<file path="config.mk">
export PLATFORM = sky130hd
export DESIGN_NAME = encode_thermo
export DESIGN_NICKNAME = d
export VERILOG_FILES = /design/src/rtl/encode_thermo.sv
export SDC_FILE = /design/constraint.sdc
export NUM_CORES = 1
export LEC_CHECK = 0
export CORE_MARGIN = 3
export CORE_UTILIZATION = 56
export CTS_BUF_LIST = sky130_fd_sc_hd__clkbuf_8
export DETAILED_ROUTE_END_ITERATION = 8
export PLACE_DENSITY = 0.78
export SLEW_MARGIN = 20
export SYNTH_ARGS = -nofsm -noshare
export SYNTH_HDL_FRONTEND = slang
export SYNTH_SLANG_ARGS = --single-unit
</file>
<file path="constraint.sdc">
create_clock -name clk_i -period 5.7 [get_ports clk_i]
set_input_delay 1.14 -clock clk_i [delete_from_list [all_inputs] [get_ports clk_i]]
set_output_delay 1.14 -clock clk_i [all_outputs]
set_load 0.05 [all_outputs]
</file>
<file path="src/rtl/encode_thermo.sv">
// Thermometer-mask to count encoder with legality check behind valid/ready handshakes.
// Define ENC_THERMO_FAST_EN for single-cycle evaluation; otherwise masks are scanned CHUNK_W bits per cycle.
module encode_thermo #(
  parameter int CHUNK_W = 8
) (
  input  logic        clk_i,
  input  logic        rst_i,
  input  logic        valid_i,
  output logic        ready_o,
  input  logic [31:0] mask_i,
  output logic        valid_o,
  input  logic        ready_i,
  output logic [4:0]  n_o,
  output logic        err_o
);

  typedef enum logic [1:0] {
    ST_IDLE = 2'd0,
    ST_SCAN = 2'd1,
    ST_DONE = 2'd2
  } state_t;

  // Accumulator layout: {err, seen_zero, cnt[4:0]}; one mask bit folded in per call.
  function automatic logic [6:0] f_step(input logic [6:0] acc, input logic bit_v, input logic is_top);
    logic [6:0] res;
    res = acc;
    if (is_top) begin
      res[6] = acc[6] | bit_v;
    end else if (bit_v) begin
      if (acc[5]) begin
        res[6] = 1'b1;
      end else begin
        res[4:0] = acc[4:0] + 5'd1;
      end
    end else begin
      res[5] = 1'b1;
    end
    return res;
  endfunction

  state_t      r_state;
  state_t      w_state_nxt;
  logic        r_ready;
  logic        r_valid;
  logic [4:0]  r_n;
  logic        r_err;
  logic        w_load;
  logic [5:0]  w_res;

`ifdef ENC_THERMO_FAST_EN
  function automatic logic [6:0] f_full(input logic [31:0] mask);
    logic [6:0] acc;
    acc = 7'd0;
    for (int i = 0; i < 32; i++) begin
      acc = f_step(acc, mask[i], i == 31);
    end
    return acc;
  endfunction

  logic [6:0] w_full;
  assign w_full = f_full(mask_i);
`else
  localparam int L = 32 / CHUNK_W;

  logic [31:0]        r_mask;
  logic [6:0]         r_acc;
  logic [5:0]         r_idx;
  logic [31:0]        w_shift;
  logic [CHUNK_W-1:0] w_chunk;
  logic               w_last;
  logic [6:0]         w_scan;

  assign w_shift = r_mask >> (32'(r_idx) * 32'(CHUNK_W));
  assign w_chunk = w_shift[CHUNK_W-1:0];
  assign w_last  = (r_idx == 6'(L - 1));

  // Fold the current chunk into the accumulator, LSB first; bit 31 only ever flags an error.
  always_comb begin
    w_scan = r_acc;
    for (int b = 0; b < CHUNK_W; b++) begin
      w_scan = f_step(w_scan, w_chunk[b], w_last && (b == CHUNK_W - 1));
    end
  end

  // Scan datapath: latch on accept, advance one chunk per SCAN cycle.
  always_ff @(posedge clk_i) begin
    if (rst_i) begin
      r_mask <= 32'd0;
      r_acc  <= 7'd0;
      r_idx  <= 6'd0;
    end else if (r_state == ST_IDLE && valid_i) begin
      r_mask <= mask_i;
      r_acc  <= 7'd0;
      r_idx  <= 6'd0;
    end else if (r_state == ST_SCAN) begin
      r_acc  <= w_scan;
      r_idx  <= r_idx + 6'd1;
    end
  end
`endif

  // Next-state and result-load decode.
  always_comb begin
    w_state_nxt = r_state;
    w_load      = 1'b0;
    w_res       = 6'd0;
    case (r_state)
      ST_IDLE: begin
        if (valid_i) begin
`ifdef ENC_THERMO_FAST_EN
          w_state_nxt = ST_DONE;
          w_load      = 1'b1;
          w_res       = {w_full[6], w_full[4:0]};
`else
          w_state_nxt = ST_SCAN;
`endif
        end else begin
          w_state_nxt = ST_IDLE;
        end
      end
      ST_SCAN: begin
`ifdef ENC_THERMO_FAST_EN
        w_state_nxt = ST_IDLE;
`else
        if (w_last) begin
          w_state_nxt = ST_DONE;
          w_load      = 1'b1;
          w_res       = {w_scan[6], w_scan[4:0]};
        end else begin
          w_state_nxt = ST_SCAN;
        end
`endif
      end
      ST_DONE: begin
        if (ready_i) begin
          w_state_nxt = ST_IDLE;
        end else begin
          w_state_nxt = ST_DONE;
        end
      end
      default: begin
        w_state_nxt = ST_IDLE;
      end
    endcase
  end

  // State register plus registered handshake flags and result.
  always_ff @(posedge clk_i) begin
    if (rst_i) begin
      r_state <= ST_IDLE;
      r_ready <= 1'b1;
      r_valid <= 1'b0;
      r_n     <= 5'd0;
      r_err   <= 1'b0;
    end else begin
      r_state <= w_state_nxt;
      r_ready <= (w_state_nxt == ST_IDLE);
      r_valid <= (w_state_nxt == ST_DONE);
      if (w_load) begin
        r_n   <= w_res[4:0];
        r_err <= w_res[5];
      end
    end
  end

  assign ready_o = r_ready;
  assign valid_o = r_valid;
  assign n_o     = r_n;
  assign err_o   = r_err;

endmodule

</file>
==> results of run 1 <==
-- worst max-delay path by stage --
stage / slack, ns / startpoint / cells past startpoint / endpoint
floorplan: 0.60 / r_idx[0] / 22 / r_acc[1]
finish: 0.39 / r_idx[0] / 21 / r_acc[1]
detailed placement: 0.44 / r_idx[0] / 22 / r_acc[4]
global route: 0.04 / r_idx[0] / 22 / r_acc[4]
global placement: 0.61 / r_idx[0] / 22 / r_acc[4]
CTS: 0.42 / r_idx[0] / 22 / r_acc[4]
-- worst max-delay path: cells and delay by family (launching register included) --
kind	cells	cell delay, ns
compound gates	7	1.18
xor+xnor	2	0.45
fa+ha+maj	5	1.48
buf+inv	1	0.11
flops	1	0.36
mux	2	0.86
simple gates	4	0.73
-- synth_stat cells (all sizes together), types with 6 or more instances --
cell	n	area [um2]
nand2	99	372
dfxtp	55	1100
a21oi	53	265
nor2	28	105
clkbuf	20	75.1
xnor2	19	166
buf	10	51.3
inv	10	37.5
nand3	10	50.1
o21ai	10	50.1
xor2	10	87.6
nor3	9	45.0
a211oi	8	65.1
ha	8	100
mux4	8	184
and3	6	37.5
nor4	6	52.6
-- cell type report --
type / count / area [um2]
timing repair buffer: 50 / 483
clock buffer: 6 / 82.6
tap: 72 / 90.1
multi-input combinational: 344 / 2180
fill: 491 / 1720
sequential: 55 / 1100
clock inverter: 2 / 20.0
inverter: 10 / 37.5
-- cell usage in the layout (no fill, tap or decap), types with 6 or more instances in the layout --
cell type,instances
sky130_fd_sc_hd__a211oi_1,7
sky130_fd_sc_hd__a21oi_1,53
sky130_fd_sc_hd__and3_1,6
sky130_fd_sc_hd__buf_4,7
sky130_fd_sc_hd__clkbuf_8,6
sky130_fd_sc_hd__clkdlybuf4s50_1,43
sky130_fd_sc_hd__dfxtp_1,55
sky130_fd_sc_hd__ha_1,8
sky130_fd_sc_hd__inv_1,10
sky130_fd_sc_hd__mux4_2,7
sky130_fd_sc_hd__nand2_1,99
sky130_fd_sc_hd__nand3_1,10
sky130_fd_sc_hd__nor2_1,28
sky130_fd_sc_hd__nor3_1,9
sky130_fd_sc_hd__o21ai_0,10
sky130_fd_sc_hd__xnor2_1,19
sky130_fd_sc_hd__xor2_1,10
-- per-layer routing --
layer / vias up / track usage
met5: - / 0
li1: 1593 / -
met2: 87 / 0.391
met3: 16 / 0.0412
met1: 1506 / 0.317
met4: 0 / 0.0892
-- sequential cells by signal, indices dropped and copies added (netlist names) --
register / flops
err_o: 1
n_o: 5
r_acc: 7
r_idx: 6
r_mask: 32
r_state: 2
ready_o: 1
valid_o: 1
-- where the power goes --
group          internal, mW  switching [mW]  total [mW]
combinational        0.0771          0.0929       0.170
clock                 0.103           0.133       0.235
sequential            0.402          0.0118       0.414
total                 0.582           0.237       0.819
-- cell families after synthesis --
family | count (synthesis)
AO/OA/AOI/OAI | 98
XOR/XNOR | 30
adder cells (fa/ha/maj) | 8
buffers and inverters | 40
flip-flops | 55
multiplexers | 18
AND/OR/NAND/NOR | 190
==> impl_results.rst, run 1 <==
.. list-table::
   :header-rows: 1

   * - Metric
     - Value
   * - Uppermost signal routing layer after detailed routing
     - met4
   * - Clock Path Buffers
     - 2
   * - Cell Pwr Density
     - around 210 nW/um2
   * - Worst Hold Margin
     - 0.456 ns
   * - Post-layout min period
     - 5.31 ns
   * - Area of the die
     - approximately 7100 um2
   * - Worst slew margin
     - 0.586
   * - Synthesized-area fraction occupied by ao, oa, aoi and oai cells
     - 0.179
   * - Max-cap check violation count
     - 0
   * - Total clock sinks
     - 55
   * - Finished Core Util
     - 0.699
   * - Number of gates given a new drive strength after cts
     - 0
   * - Number of pins with negative max-slew slack in the final report
     - 0
   * - Number of CTS-inserted buffers
     - 5
   * - Portion of netlist area occupied by mux cells
     - 0.0846
   * - Count of different cell masters after synthesis
     - between 50 and 60
   * - Critical setup path kind
     - register to register
   * - Required time reported for the critical path endpoint
     - 5.88 ns
   * - Final number of setup-violating endpoints
     - 0
   * - Clock transition at the registers of the reported paths
     - ~0.10 ns
   * - Synthesized area per cell
     - between 7 and 8 um2
   * - Horizontal die dimension
     - between 80 and 90 um
   * - Final worst path period share
     - 0.931
   * - DIE HEIGHT
     - ~84 um
   * - Drt initial violations
     - ~140
   * - Routed wire per std cell
     - around 15 um
   * - Hold-critical path depth
     - 2
   * - Startpoint of the lowest-slack register-to-register path
     - r_idx[0]
   * - Wire length on met1
     - between 3 and 4 mm
   * - Routed wire length
     - a little over 8 mm
   * - Count of placed standard cells in the final layout, fillers left out
     - between 500 and 600
   * - Pre-CTS setup slack
     - roughly 0.44 ns
   * - Unrepaired setup endpoints after global routing
     - no
   * - Overall via count from detail_route
     - between 3000 and 4000
   * - Critical Path Fanout Max
     - 9
   * - Hold endpoint
     - r_mask[26]
   * - Detailed placement HPWL
     - approximately 6.2 mm
   * - Vias in the first global route
     - roughly 3000
   * - Post-synthesis adder-cell area fraction
     - 0.0292
   * - Setup crit end kind
     - register
   * - Number of nets with antenna violations after detailed routing
     - 0
   * - Placed cell area
     - roughly 4000 um2
   * - Core Box Area
     - around 5700 um2
   * - Max frequency
     - between 150 and 200 MHz
   * - Maximum single-stage delay on the critical path
     - 0.58 ns
   * - Clock insertion delay at the later pin of the skew report
     - 0.31 ns
   * - Post-route total power
     - roughly 820 uW
   * - Post-route cell area
     - approximately 4000 um2
   * - Antenna fix cells
     - 0
   * - Pin count of the biggest net entering global routing
     - 43
   * - Cell with the most instances on the worst path
     - sky130_fd_sc_hd__ha_1
   * - Seq/Total Area, Yosys
     - 0.321
   * - 1st-pass router iterations
     - 4
   * - Top-level port count
     - between 40 and 50
   * - Detailed route wirelength on metal3
     - 401 um
   * - Post-route DRC
     - 0
   * - Proportion of register bits with asynchronous set or reset after synthesis
     - 0
   * - Final setup skew
     - 0.0132 ns
   * - Post-synthesis simple-gate area fraction
     - 0.258
   * - Hold/Removal Path Class
     - register to register
   * - Main combinational cell family by area after synthesis
     - simple AND/OR/NAND/NOR gates
   * - Cells on worst reg2reg path
     - 21
   * - Initial Utilization
     - 0.601
   * - Number of standard cells after synthesis
     - around 440
   * - Share of final-layout standard cells stronger than drive strength 1
     - 0.0792
   * - GR Util All Layers
     - 0.239
   * - Register bit total from synthesis
     - 55
   * - CTS Root Buffer Type
     - sky130_fd_sc_hd__clkbuf_8
   * - YS warnings
     - 0
   * - Endpoint of the most critical register-to-register path
     - r_acc[1]
   * - Post-route setup slack
     - around 0.39 ns
   * - Worst path arrival time
     - about 5.5 ns
   * - First-pass GRT wire length
     - 14.0 mm
   * - Area of the mapped netlist
     - 3430 um2
   * - Reg2reg setup slack
     - approximately 0.39 ns
   * - Remaining Overflow, GRT
     - 0
   * - Cell chain of the critical path
     - mux4_2, nand3b_1, nand2_1, nand2_1, ha_1, a21oi_1, xnor2_1, mux2_2, ha_1, xnor3_1, o21bai_1, ha_1, o21a_1, ha_1, a2bb2oi_1, o21ai_0, inv_1, ha_1, nand2b_1, o211ai_1, a21oi_1
   * - Cell with the biggest individual delay on the critical path
     - sky130_fd_sc_hd__mux4_2
   * - Outcome
     - finished, final reports clean
   * - Area growth from synthesis to layout
     - 16.3%
   * - Flip-flop cell with the highest count after synthesis
     - sky130_fd_sc_hd__dfxtp_1
   * - Via density per instance
     - 5.94
   * - Launch point of the worst hold path
     - r_mask[26]
   * - Number of synthesized flops with an enable pin
     - 0
   * - Metal2 WL
     - approximately 3.9 mm
   * - Sum Neg Setup Slack
     - 0 ns
   * - CP Launch Type
     - register
   * - Placer Congestion
     - 0.849
   * - Number of antenna violations at the first check in global routing
     - 0
   * - Core Rows
     - 27
   * - Clock tree from TritonCTS
     - yes
   * - Number of buffers added on ports
     - 43
   * - Number of nets produced by synthesis
     - 483
   * - Nets
     - 510
   * - Maximum vdd ir drop
     - roughly 150 uV
   * - Number of levels in the clock H-tree
     - 2
   * - XOR/XNOR share of the synthesized area
     - 0.0806
   * - Hold Violations, Final
     - 0
   * - Hold_buf cts
     - 0
   * - Standby leakage power
     - between 1 and 1.5 nW
   * - Transition time at the pin with the least slew margin
     - around 0.62 ns
   * - Post-CTS setup buffer count
     - 0
   * - # placed instances
     - around 530
Note: power is estimated with default switching activity, not from simulation.
==> inputs of run 2 (changes only) <==
--- a/config.mk
+++ b/config.mk
@@ -10,5 +10,5 @@
 export CTS_BUF_LIST = sky130_fd_sc_hd__clkbuf_8
 export DETAILED_ROUTE_END_ITERATION = 8
-export PLACE_DENSITY = 0.78
+export PLACE_DENSITY_LB_ADDON = 0.2
 export SLEW_MARGIN = 20
 export SYNTH_ARGS = -nofsm -noshare
==> constraint.sdc (replaced) <==
create_clock -name clk_i -period 5.7 [get_ports clk_i]
set_input_delay 0.57 -clock clk_i [delete_from_list [all_inputs] [get_ports clk_i]]
set_output_delay 0.57 -clock clk_i [all_outputs]
set_load 0.05 [all_outputs]
==> run 2 against run 1 <==
Final area down 0.63%. Register-to-register slack hardly changed. Power is 3.3% lower. Sequential power about the same. Hold slack improved by 0.00090 ns. Clock power decreased by 11%. Setup slack lost 0.0067 ns. Flip-flop and latch count stayed put. Sequential share of layout area is 0.17 points higher. Via count is 1.1% lower. First-iteration DRC count grew 24%. Clock skew down 0.0071 ns. Critical path type unchanged.
==> impl_results.rst, run 2 (synthesis results as in run 1) <==
.. list-table::
   :header-rows: 1

   * - Metric
     - Value
   * - Vias in the first global route
     - slightly above 3000
   * - Max frequency
     - ~190 MHz
   * - Power share of the sequential group
     - 0.522
   * - Number of buffers added on ports
     - 43
   * - Nets
     - 509
   * - Flip-flop count of the largest register, all copies and words added
     - 32
   * - Cell with the biggest individual delay on the critical path
     - sky130_fd_sc_hd__mux4_2
   * - Number of cells on the critical path
     - 21
   * - Largest register by flop count
     - r_mask
   * - Via density per instance
     - between 5 and 6
   * - Clock share of power
     - 0.265
   * - First-pass GRT wire length
     - 14.3 mm
   * - Initial Utilization
     - 0.601
   * - Cell with the most instances on the worst path
     - sky130_fd_sc_hd__ha_1
   * - Standby leakage power
     - approximately 1.4 nW
   * - Top-level port count
     - between 40 and 50
   * - Outcome
     - finished, final reports clean
   * - Category of cells accounting for the largest share of critical-path delay
     - adder cells
   * - Core Rows
     - 27
   * - Worst Hold Margin
     - ~0.46 ns
   * - Setup crit end kind
     - register
   * - Area of the die
     - roughly 7100 um2
   * - Antenna fix cells
     - 0
   * - Endpoint of the most critical register-to-register path
     - r_acc[1]
   * - Core Box Area
     - 5710 um2
   * - Final worst path period share
     - 0.932
   * - Detailed placement HPWL
     - about 6.3 mm
   * - Remaining Overflow, GRT
     - 0
   * - Routed wire length
     - ~8.4 mm
   * - Horizontal die dimension
     - approximately 84 um
   * - Maximum vdd ir drop
     - 142 uV
   * - Number of levels in the clock H-tree
     - 2
   * - Cell chain of the critical path
     - mux4_2, nand3b_1, nand2_1, nand2_1, ha_1, a21oi_1, xnor2_1, mux2_2, ha_1, xnor3_1, o21bai_1, ha_1, o21a_1, ha_1, a2bb2oi_1, o21ai_0, inv_1, ha_1, nand2b_1, o211ai_1, a21oi_1
   * - CP Launch Type
     - register
   * - Finished Core Util
     - 0.694
   * - Most frequent cells in the layout
     - sky130_fd_sc_hd__nand2_1 (99), sky130_fd_sc_hd__dfxtp_1 (55), sky130_fd_sc_hd__a21oi_1 (53)
   * - Number of pins with negative max-slew slack in the final report
     - 0
   * - Clock transition at the registers of the reported paths
     - about 0.10 ns
   * - Reg2reg setup slack
     - between 0.3 and 0.4 ns
   * - Fraction of power spent switching nets
     - 0.290
   * - Commonest non-fill, non-tap cell in the layout
     - sky130_fd_sc_hd__nand2_1
   * - CTS Root Buffer Type
     - sky130_fd_sc_hd__clkbuf_8
   * - Registers with the highest flip-flop counts
     - r_mask: 32 flops, r_acc: 7 flops, r_idx: 6 flops
   * - Maximum single-stage delay on the critical path
     - 0.58 ns
   * - Worst setup path end
     - r_acc[1]
   * - Cell Pwr Density
     - roughly 200 nW/um2
   * - Post-CTS setup buffer count
     - 0
   * - Final number of setup-violating endpoints
     - 0
   * - Post-layout min period
     - around 5.3 ns
   * - Clock insertion delay at the later pin of the skew report
     - between 0.3 and 0.4 ns
   * - Total clock sinks
     - 55
   * - Worst slew margin
     - 0.299
   * - Post-route setup slack
     - a little under 0.4 ns
   * - Pre-CTS setup slack
     - between 0.4 and 0.5 ns
   * - Hold/Removal Path Class
     - register to register
   * - Critical setup path kind
     - register to register
   * - Hold_buf cts
     - 0
   * - Transition time at the pin with the least slew margin
     - 1.05 ns
   * - Critical Path Fanout Max
     - 8
   * - Unrepaired setup endpoints after global routing
     - no
   * - Crit path buf inv count
     - 1
   * - Max-cap check violation count
     - 0
   * - Hold Violations, Final
     - 0
   * - Area growth from synthesis to layout
     - 15.6%
   * - Required time reported for the critical path endpoint
     - between 5 and 6 ns
   * - Post-route DRC
     - 0
   * - Routed wire per std cell
     - around 16 um
   * - Overall via count from detail_route
     - about 3200
   * - Worst path arrival time
     - 5.50 ns
   * - Number of gates given a new drive strength after cts
     - 0
   * - Critical Path Source
     - r_idx[0]
   * - Portion of total power attributed to combinational logic
     - 0.213
   * - Clock Path Buffers
     - 2
   * - GR Util All Layers
     - 0.246
   * - Startpoint of the lowest-slack register-to-register path
     - r_idx[0]
   * - Drt initial violations
     - around 180
   * - Number of nets with antenna violations after detailed routing
     - 0
   * - DIE HEIGHT
     - between 80 and 90 um
   * - Sum Neg Setup Slack
     - 0 ns
   * - Clock tree from TritonCTS
     - yes
   * - 1st-pass router iterations
     - 5
   * - Pin count of the biggest net entering global routing
     - 44
   * - Final setup skew
     - about 0.0061 ns
   * - Number of CTS-inserted buffers
     - 5
   * - Number of antenna violations at the first check in global routing
     - 0
   * - Placer Congestion
     - roughly 0.85
   * - Cells on worst reg2reg path
     - 21
   * - Pint
     - between 500 and 600 uW
   * - NetSw
     - roughly 230 uW
   * - Share of final-layout standard cells stronger than drive strength 1
     - 0.0751
[run 2: tightest hold or removal path, cell delays in order, from the launching register on]
cell and delay (ns):
sky130_fd_sc_hd__dfxtp_1 0.32, sky130_fd_sc_hd__nand2_1 0.05, sky130_fd_sc_hd__a21oi_1 0.05
[run 2: how the worst min path moves through the flow]
stage                from    endpoint  slack [ns]  cells past startpoint
6_report        r_mask[2]   r_mask[2]        0.46                      2
5_1_grt         r_mask[2]   r_mask[2]        0.48                      2
4_1_cts        r_mask[16]  r_mask[16]        0.46                      2
3_5_place_dp    r_mask[2]   r_mask[2]        0.45                      2
3_3_place_gp    r_mask[2]   r_mask[2]        0.44                      2
2_1_floorplan  r_mask[10]  r_mask[10]        0.43                      2
[run 2: power by group through the flow]
| stage | clock (mW) | sequential, mW | combinational (mW) |
|---|---|---|---|
| floorplan | 0 | 0.422 | 0.115 |
| global placement | 0 | 0.422 | 0.163 |
| detailed placement | 0 | 0.423 | 0.167 |
| CTS | 0.211 | 0.414 | 0.168 |
| global route | 0.225 | 0.416 | 0.187 |
| finish | 0.210 | 0.414 | 0.169 |
[run 2: layer usage]
metal  vias to the layer above  wire length [um]  track usage  share of wire
met5                         -                 0            0              0
met4                         0               165       0.0848          0.020
met3                        14               333       0.0393          0.040
met2                        82              4200        0.428           0.50
met1                      1485              3730        0.309           0.44
li1                       1585                 -            -              -
[run 2: metrics by stage]
stage               std cells  area (um2)  total power, mW
finish                    538        3970            0.792
global placement          530        3880            0.585
floorplan                 439        3430            0.536
global route              538        3970            0.828
detailed placement        530        3880            0.590
CTS                       538        3960            0.793
[run 2: final cells by class]
type / instances / area (um2)
Multi-Input combinational cell: 344 / 2180
Fill cell: 489 / 1740
Sequential cell: 55 / 1100
Timing Repair Buffer: 49 / 475
Tap cell: 72 / 90.1
Clock buffer: 5 / 68.8
Inverter: 10 / 37.5
Clock inverter: 3 / 16.3
==> inputs of run 3 (changes only) <==
SLEW_MARGIN = default   (was 20)
==> run 3 against run 2 <==
Flip-flop and latch count stayed put. Critical path depth stayed put. Final cell count stayed put. Clock skew hardly changed. Maximum frequency hardly changed. Register-to-register slack hardly changed. Global-route usage stayed put. Non-clock buffer count stayed put. Highest routed layer unchanged.
==> impl_results.rst, run 3 (synthesis results as in run 1) <==
.. list-table::
   :header-rows: 1

   * - Metric
     - Value
   * - Hold/Removal Path Class
     - register to register
   * - Antenna fix cells
     - 0
   * - Cell with the most instances on the worst path
     - sky130_fd_sc_hd__ha_1
   * - Detailed placement HPWL
     - between 6 and 7 mm
   * - Overall via count from detail_route
     - around 3100
   * - Initial Utilization
     - 0.601
   * - Final setup skew
     - between 0.006 and 0.007 ns
   * - DIE HEIGHT
     - around 84 um
   * - Transition time at the pin with the least slew margin
     - about 1.1 ns
   * - Routed wire per std cell
     - between 15 and 20 um
   * - Worst slew margin
     - 0.234
   * - Commonest non-fill, non-tap cell in the layout
     - sky130_fd_sc_hd__nand2_1
   * - Routed wire length
     - about 8.4 mm
   * - Largest register by flop count
     - r_mask
   * - Clock transition at the registers of the reported paths
     - approximately 0.09 ns
   * - Area of the die
     - slightly above 7000 um2
   * - Via density per instance
     - 5.83
   * - Crit path buf inv count
     - 1
   * - Number of levels in the clock H-tree
     - 2
   * - Max-cap check violation count
     - 0
   * - Core Box Area
     - ~5700 um2
   * - Horizontal die dimension
     - 84.3 um
   * - Flip-flop count of the largest register, all copies and words added
     - 32
   * - First-pass GRT wire length
     - approximately 14 mm
   * - Final number of setup-violating endpoints
     - 0
   * - Maximum vdd ir drop
     - 141 uV
   * - Hold_buf cts
     - 0
   * - Critical setup path kind
     - register to register
   * - Worst path arrival time
     - between 5 and 6 ns
   * - Cell Pwr Density
     - roughly 200 nW/um2
   * - Post-route DRC
     - 0
   * - CTS Root Buffer Type
     - sky130_fd_sc_hd__clkbuf_8
   * - Most frequent cells in the layout
     - sky130_fd_sc_hd__nand2_1 (99), sky130_fd_sc_hd__dfxtp_1 (55), sky130_fd_sc_hd__a21oi_1 (53)
   * - Outcome
     - finished, final reports clean
   * - Share of final-layout standard cells stronger than drive strength 1
     - 0.0708
   * - Required time reported for the critical path endpoint
     - 5.88 ns
   * - Area growth from synthesis to layout
     - 15.5%
   * - Count of placed standard cells in the final layout, fillers left out
     - approximately 540
   * - Placer Congestion
     - between 0.8 and 0.9
   * - Core Rows
     - 27
   * - Hold Violations, Final
     - 0
   * - Clock tree from TritonCTS
     - yes
   * - Clock insertion delay at the later pin of the skew report
     - approximately 0.31 ns
   * - Cell chain of the critical path
     - mux4_2, nand3b_1, nand2_1, nand2_1, ha_1, a21oi_1, xnor2_1, mux2_2, ha_1, xnor3_1, o21bai_1, ha_1, o21a_1, ha_1, a2bb2oi_1, o21ai_0, inv_1, ha_1, nand2b_1, o211ai_1, a21oi_1
   * - 1st-pass router iterations
     - 4
   * - Drt initial violations
     - roughly 160
   * - Standby leakage power
     - between 1 and 1.5 nW
   * - Top-level port count
     - 44
   * - Maximum single-stage delay on the critical path
     - about 0.58 ns
   * - Number of CTS-inserted buffers
     - 5
   * - Total clock sinks
     - 55
   * - Unrepaired setup endpoints after global routing
     - no
   * - GR Util All Layers
     - 0.246
   * - Cell with the biggest individual delay on the critical path
     - sky130_fd_sc_hd__mux4_2
   * - # placed instances
     - 530
   * - CP Launch Type
     - register
   * - Sum Neg Setup Slack
     - 0 ns
   * - Post-layout min period
     - between 5 and 6 ns
   * - Nets
     - between 500 and 600
   * - Clock Path Buffers
     - 2
   * - Number of pins with negative max-slew slack in the final report
     - 0
   * - Remaining Overflow, GRT
     - 0
   * - Registers with the highest flip-flop counts
     - r_mask: 32 flops, r_acc: 7 flops, r_idx: 6 flops
   * - Number of antenna violations at the first check in global routing
     - 0
   * - Setup crit end kind
     - register
   * - Category of cells accounting for the largest share of critical-path delay
     - adder cells
   * - Number of buffers added on ports
     - 43
   * - Pin count of the biggest net entering global routing
     - 44
   * - Max frequency
     - approximately 190 MHz
   * - Vias in the first global route
     - slightly above 3000
   * - Critical Path Fanout Max
     - 8
   * - Post-CTS setup buffer count
     - 0
   * - Number of gates given a new drive strength after cts
     - 0
   * - Final worst path period share
     - 0.931
   * - Number of nets with antenna violations after detailed routing
     - 0
[run 3: path summary, 6_finish.rpt]
check | startpoint | endpoint | slack [ns] | cells past startpoint
worst max-delay path | r_idx[0] | r_acc[1] | 0.39 | 21
worst max register to register | r_idx[0] | r_acc[1] | 0.39 | 21
worst min-delay path | r_mask[2] | r_mask[2] | 0.46 | 2
worst min register to register | r_mask[2] | r_mask[2] | 0.46 | 2
[run 3: through the flow]
step	worst slack, ns	hold slack (ns)	util	power (mW)	area [um2]
after floorplan	0.597	0.432	-	0.536	3430
after global placement	0.674	0.440	0.679	0.585	3880
after detailed placement	0.458	0.445	0.679	0.590	3880
after CTS	0.425	0.457	0.694	0.793	3960
after global routing	0.103	0.477	0.694	0.828	3960
final	0.391	0.457	0.694	0.792	3960
[run 3: report_power, final]
group	leakage, nW	internal [mW]	switching [mW]	total [mW]
logic	0.898	0.0764	0.0920	0.168
clock network	0.0453	0.0844	0.125	0.209
registers	0.449	0.402	0.0119	0.414
[run 3: layout make-up]
cell class | instances | area (um2)
tap | 72 | 90.1
multi-input combinational | 344 | 2170
clock buffer | 5 | 68.8
inverter | 10 | 37.5
clock inverter | 3 | 16.3
sequential | 55 | 1100
timing repair buffer | 49 | 475
fill | 488 | 1750
[run 3: worst reg2reg max path: cells and delay by family, from the launching register on]
kind / cells / cell delay [ns]
XOR/XNOR: 2 / 0.46
AND/OR/NAND/NOR: 4 / 0.67
adder cells (fa/ha/maj): 5 / 1.47
multiplexers: 2 / 0.85
flip-flops: 1 / 0.37
AO/OA/AOI/OAI: 7 / 1.23
buffers and inverters: 1 / 0.13
[run 3: layer usage]
| layer | up-vias | wire length, um | track usage |
|---|---|---|---|
| met3 | 13 | 317 | 0.0393 |
| met1 | 1468 | 3740 | 0.309 |
| li1 | 1586 | - | - |
| met2 | 70 | 4170 | 0.428 |
| met4 | 0 | 154 | 0.0848 |
| met5 | - | 0 | 0 |
